$ cat src/rtl/break_unit_pkg.sv
// break_unit_pkg: register word indices, CTRL bit positions and FSM state encoding for break_unit
package break_unit_pkg;
  localparam logic [2:0] W_CTRL   = 3'd4;
  localparam logic [2:0] W_STATUS = 3'd5;
  localparam logic [2:0] W_STEP   = 3'd6;
  localparam int CTRL_GEN    = 0;
  localparam int CTRL_RESUME = 1;
  localparam logic [1:0] S_RUN    = 2'd0;
  localparam logic [1:0] S_HALTED = 2'd1;
  localparam logic [1:0] S_SKIP   = 2'd2;
endpackage

$ cat src/rtl/break_unit_bp_compare.sv
// bp_compare: one PC breakpoint comparator (bp_addr, bp_en, pc -> match on word address)
module bp_compare #(
  parameter int XLEN = 32
) (
  input  logic [XLEN-1:2] bp_addr,
  input  logic            bp_en,
  input  logic [XLEN-1:0] pc,
  output logic            match
);
  assign match = bp_en && bp_addr == pc[XLEN-1:2];
endmodule

$ cat src/rtl/break_unit.sv
// break_unit: PC breakpoint unit that freezes the auto clock via oBreak
// Ports: CLK/Reset (async active-high), iPC/iInstrValid retire stream,
// iAddr/iWrite/iWriteData/oReadData register port, oBreak halt level.
// Optional single-step counter is enabled by defining BREAK_STEP_EN.
module break_unit
  import break_unit_pkg::*;
#(
  parameter int NUM_BP = 4,
  parameter int XLEN   = 32
) (
  input  logic            CLK,
  input  logic            Reset,
  input  logic [XLEN-1:0] iPC,
  input  logic            iInstrValid,
  input  logic [2:0]      iAddr,
  input  logic            iWrite,
  input  logic [XLEN-1:0] iWriteData,
  output logic [XLEN-1:0] oReadData,
  output logic            oBreak
);
  logic [XLEN-1:2] bp_addr [NUM_BP];
  logic [NUM_BP-1:0] bp_en, match;
  logic [XLEN-1:0] bp_rd [4];
  logic [1:0] state;
  logic [2:0] hit_idx, low_idx;
  logic gen, hit, resume, step_exp, step_done;
  logic [15:0] cnt;
  logic [31:0] status;
  genvar i;
  for (i = 0; i < NUM_BP; i++) begin : g_cmp
    bp_compare #(.XLEN(XLEN)) u_cmp (
      .bp_addr(bp_addr[i]),
      .bp_en  (bp_en[i]),
      .pc     (iPC),
      .match  (match[i])
    );
  end
  for (i = 0; i < 4; i++) begin : g_rd
    if (i < NUM_BP) begin : g_on
      assign bp_rd[i] = {bp_addr[i], 1'b0, bp_en[i]};
    end else begin : g_off
      assign bp_rd[i] = '0;
    end
  end
  always_comb begin
    low_idx = '0;
    for (int k = NUM_BP - 1; k >= 0; k--)
      if (match[k]) low_idx = 3'(k);
  end
  assign hit    = iInstrValid && gen && state == S_RUN && |match;
  assign resume = iWrite && iAddr == W_CTRL && iWriteData[CTRL_RESUME] && state == S_HALTED;
  always_ff @(posedge CLK or posedge Reset)
    if (Reset) begin
      bp_addr <= '{default: '0};
      bp_en   <= '0;
    end else if (iWrite)
      for (int k = 0; k < NUM_BP; k++)
        if (iAddr == 3'(k)) begin
          bp_addr[k] <= iWriteData[XLEN-1:2];
          bp_en[k]   <= iWriteData[0];
        end
  always_ff @(posedge CLK or posedge Reset)
    if (Reset) begin
      state   <= S_RUN;
      gen     <= 1'b0;
      hit_idx <= '0;
    end else begin
      if (iWrite && iAddr == W_CTRL) gen <= iWriteData[CTRL_GEN];
      if (hit) hit_idx <= low_idx;
      state <= (hit || step_exp) ? S_HALTED :
               resume ? S_SKIP :
               (state == S_SKIP && iInstrValid) ? S_RUN : state;
    end
`ifdef BREAK_STEP_EN
  assign step_exp = iInstrValid && state != S_HALTED && cnt == 16'd1;
  always_ff @(posedge CLK or posedge Reset)
    if (Reset) begin
      cnt       <= '0;
      step_done <= 1'b0;
    end else begin
      cnt <= (iWrite && iAddr == W_STEP && |iWriteData[15:0]) ? iWriteData[15:0] :
             (iInstrValid && state != S_HALTED && cnt != 16'd0) ? cnt - 16'd1 : cnt;
      step_done <= step_exp ? 1'b1 : resume ? 1'b0 : step_done;
    end
`else
  assign step_exp  = 1'b0;
  assign cnt       = '0;
  assign step_done = 1'b0;
`endif
  assign status    = {cnt, 11'b0, hit_idx, step_done, state == S_HALTED};
  assign oBreak    = state == S_HALTED;
  assign oReadData = !iAddr[2] ? bp_rd[iAddr[1:0]] :
                     iAddr == W_CTRL ? XLEN'(gen) :
                     iAddr == W_STATUS ? XLEN'(status) :
                     iAddr == W_STEP ? XLEN'(cnt) : '0;
endmodule
$ cat config.mk
export PLATFORM = sky130hd
export DESIGN_NAME = break_unit
export DESIGN_NICKNAME = d
export VERILOG_FILES = /design/src/rtl/break_unit_pkg.sv /design/src/rtl/break_unit_bp_compare.sv /design/src/rtl/break_unit.sv
export SDC_FILE = /design/constraint.sdc
export NUM_CORES = 1
export LEC_CHECK = 0
export ABC_AREA = 1
export BUFFER_PORTS_ARGS = -buffer_cell sky130_fd_sc_hd__buf_2
export CAP_MARGIN = 30
export CORE_UTILIZATION = 45
export CTS_CLUSTER_SIZE = 30
export DETAILED_ROUTE_END_ITERATION = 8
export PLACE_DENSITY = 0.69
export SLEW_MARGIN = 25
export SYNTH_ARGS = -nofsm -noshare
export SYNTH_HDL_FRONTEND = slang
export SYNTH_SLANG_ARGS = --single-unit
$ cat constraint.sdc
create_clock -name CLK -period 5.4 [get_ports CLK]
set_input_delay 0.54 -clock CLK [delete_from_list [all_inputs] [get_ports CLK]]
set_output_delay 0.54 -clock CLK [all_outputs]
set_load 0.01 [all_outputs]
After elaboration in Yosys (flattened, before gate mapping)
Cells that the tools add are included.

Register bits: 130. Bits of input ports: 71.

$lt $le $gt $ge: 1. Equal/unequal tests: 11. Multiplexer cells: 13. Bitwise logic cells: 1. Reduce and logical (&&, ||, !) cells: 19.

Operator list (number): $eq 30x30->1 (4); $mux 32 (3); $bmux 32 s2 (1); $mux 2 (6); $logic_and 1x1->1 (11); $mux 5 (2); $reduce_and 2->1 (4); $eq 3x2->1 const B (2); $eq 3x3->1 const B (2); $reduce_or 4->1 (1); $eq 3x1->1 const B (1); $ge 3x3->1 const B (1); $logic_not 3->1 (1); $mux 3 (1); $not 2->3 (1); $reduce_bool 3->1 (1); $eq 2x1->1 const B (1); $eq 2x2->1 const B (1); $logic_not 2->1 (1).

Longest topological paths before layout
Depth after elaboration: 6. Depth in mapped cells: 16.

By module
Synthesis repeated with hierarchy kept, for this count alone.

Cell total of the unflattened synthesis: 1433. Area total of the unflattened synthesis: 8368.0 sq um.

By module, submodules not included: break_unit (instances 1, cells an instance 765, area an instance 5825.6 sq um); bp_compare (instances 4, cells an instance 167, area an instance 635.6 sq um).

Worst setup path before layout
Ideal clock, no wire load.

Path kind: input to output. Start: input port iAddr[0]. End: output port oReadData[22]. Arrival: 1547 ps. Required time: 4860 ps. Setup slack: 3313 ps. Cell stages on the path: 6. Path through: buf_2 > nor2_1 > buf_2 > buf_4 > a22oi_1 > a31oi_1.

Longest elaborated chain between the ends: 5.

RTL lines: from (decl) (line break_unit.sv:15) `input logic [2:0] iAddr,`; $not 2->3 (not written as such) (line break_unit.sv:92) `assign oReadData = !iAddr[2] ? bp_rd[iAddr[1:0]] :`; $bmux 32 s2 (line break_unit.sv:92); $mux 32 (not written as such) (2 in a row) (line break_unit.sv:92); $mux 32 (line break_unit.sv:92); to (decl) (line break_unit.sv:18) `output logic [XLEN-1:0] oReadData,`.

No other way between the ends. The select of a mux whose other input is x is not followed.

Final worst setup path
Start: input port iAddr[1]. End: output port oReadData[3].

Longest elaborated chain between the ends: 5. Elaborated cells between the ends (all ways): 9. Those cells by class: eq/ne (2); mux (6); bitwise (1).

RTL lines (line): $not 2->3 (not written as such) (break_unit.sv:92); $bmux 32 s2 (break_unit.sv:92); $mux 32 (not written as such) (2 in a row) (break_unit.sv:92); $mux 32 (*) (break_unit.sv:92).

Mark *: on every way between the ends. The rest lies on a longest branch, timed or not. The select of a mux whose other input is x is not followed.

==> reports/qor.txt <==
Slew Limit Fails = 0
Setup WS post-layout = 2510 ps
Largest net degree at the start of global routing = 63
Core area = 17,200 um^2
Final core occ = 0.535
Syn Inst Count = 1,209
Clk sinks = 129
Worst setup SP type = input pin
Fill cells = 1,738
Arrival @ worst endpoint = 2350 ps
Max stage delay on crit path = 560 ps
Post-CTS Setup Inserts = 0
Nets@finish = 1,361
GPL Wtd Cong = 0.976
First-pass GRT wire length = 39.4 mm
Wire per inst = 16.5 um
Highest routed metal layer = met4
Antenna viol nets, final = 0
Post-DP HPWL = 18.1 mm
Routed met1 length = 11.1 mm
Antenna Cells = 0
Initial antenna violation count = 0
Gr usage total = 0.292
Yosys cell types = 27
Max Clk Rate = 346 MHz
Mapped cell area = 7880 um^2
CP top delay family = buffers and inverters
Fin. Hold Viols = 0
Register area = 3230 um^2
Area Overhead vs Synth = 16.6%
CTS buffer count = 17
Met3 routed WL = 2.01 mm
Min Hold Slack = 158 ps
Min cycle time layout = 2890 ps
Status = finished clean
Total gr overflow = 0
IO Count = 104
H-tree depth = 4
Worst-path fanout max = 19
Most common cell on crit path = buf_2
Die W = 134 um
Synthesized flop and latch total = 129
Port buffer count = 100
Post-cts sizing count = 0
Clk_skew = 11.9 ps
Clock Latency Late Sink = 430 ps
Max-Cap Viols = 0
Hold Crit Class = input pin to asynchronous set/reset pin
Critical-path top delay cell = nor2_2
Initial Utilization = 0.459
Routed wl met2 = 11.5 mm
DRC = 0
Ratio of total power to cell area = 366 nW/um^2
DRT iter0 DRCs = 785
Commonest non-fill, non-tap cell in the layout = nand2_1
Net count after synthesis = 1,280
Routed via count = 7,874
Maximum clock path buffer count = 2
Hold_buf cts = 0
Final worst path period share = 0.535
Most frequent cells in the layout = nand2_1, inv_1, dfrtp_1
Drt pass-1 iters = 6
Rows = 48
CTS tree = done
Post-synthesis sequential area ratio = 0.410
Least-Margin Pin Slew = 790 ps
Synth Area per Inst = 6.52 um^2
Die H = 134 um
Routed vias/inst = 5.15
CP Capture Type = output port
Die area = 18,000 um^2
Worst Path Buf+Inv = 4
Pre-CTS setup slack = 2560 ps
# setup viols final = 0
Leakage = 5.07 nW
Max-slew headroom = 0.473
Power Total = 0.00337 W
Area used by multi-input combinational logic = 3640 um^2
Syn. warnings = 0
Layout cell share with drive strength beyond 1 = 0.140
Setup tns final = 0 ps
CP Class = input pin to output port
Peak supply drop = 0.242 mV
CTS clk-pin slew, worst paths = 60 ps
CP Cell Sequence = buf_2 > nor2_2 > buf_4 > inv_1 > o22ai_1 > o21ai_1 > o21ai_0 > buf_2
Vias in the first global route = 7,298
Root Buffer = clkbuf_16
Unrepaired setup endpoints after global routing = false
Final WL = 25.1 mm
CP Data Required Time = 4860 ps
==> cell usage after synthesis <==
cell | n | area (um^2)
nand2_1 | 481 | 1810
inv_1 | 177 | 664
dfrtp_1 | 129 | 3230
o21ai_0 | 102 | 510
nor2_1 | 84 | 315
o21ai_1 | 36 | 180
inv_2 | 35 | 131
a221oi_1 | 28 | 245
clkbuf_1 | 27 | 101
o22ai_1 | 24 | 150
xnor2_1 | 23 | 201
buf_2 | 14 | 70.1
clkinv_1 | 11 | 41.3
nand3_1 | 11 | 55.1
nand4_1 | 7 | 43.8
buf_4 | 3 | 22.5
nor3_1 | 3 | 15.0
xor2_1 | 3 | 26.3
a21boi_1 | 2 | 15.0
a31oi_1 | 2 | 12.5
a21oi_1 | 1 | 5.00
a22oi_1 | 1 | 7.51
buf_1 | 1 | 3.75
conb_1 | 1 | 3.75
nand2_2 | 1 | 6.26
nor2_2 | 1 | 6.26
nor2_4 | 1 | 11.3
==> cell families (layout without fill, tap and decap cells) <==
kind of cell	Yosys count	count (layout)	synth area share
other cells	1	1	0.000476
xor+xnor	26	26	0.0289
buf+inv	268	362	0.131
simple gates	589	589	0.287
compound gates	196	196	0.143
flops	129	129	0.410
==> where the power goes <==
part | total (W) | internal (W) | switching [W]
Sequential | 0.00132 | 0.00114 | 0.000175
Clock | 0.00126 | 0.000818 | 0.000438
Combinational | 0.000793 | 0.000293 | 0.000500
==> registers in the layout, summed over array words and instances, names as in the netlist <==
signal	cells
gen	1
state	2
hit_idx	2
bp_en	4
bp_addr	120
==> per-layer routing <==
| layer | up-vias | global-route usage |
|---|---|---|
| met1 | 3619 | 0.401 |
| li1 | 3863 | - |
| met5 | - | 0 |
| met2 | 348 | 0.456 |
| met4 | 0 | 0.102 |
| met3 | 44 | 0.0635 |
==> area by class of cell <==
class,count,share of cell area
well taps,225,0.0306
clock inverters,10,0.0169
clock buffers,22,0.0527
flip-flops and latches,129,0.351
repair buffers,107,0.0615
inverters,223,0.0914
multi-input cells,812,0.396
==> stage by stage <==
stage / instance area [um^2] / instances
finish: 9190 / 1528
global route: 9190 / 1528
CTS: 9190 / 1528
detailed placement: 8550 / 1496
global placement: 8530 / 1495
floorplan: 7880 / 1209
==> worst paths after layout <==
check / startpoint / end / slack [ps] / cells after the start
worst max register to register: bp_addr[108] / hit_idx[0] / 3220 / 12
min in group CLK: iWriteData[0] / gen / 380 / 3
worst min register to register: bp_en[2] / bp_en[2] / 500 / 2
worst max-delay path: iAddr[1] / oReadData[3] / 2510 / 8
worst min-delay path: Reset / bp_addr[64] / 160 / 2
max in group asynchronous: Reset / bp_addr[80] / 4160 / 3
No activity file was read; power rests on OpenSTA's default activity.
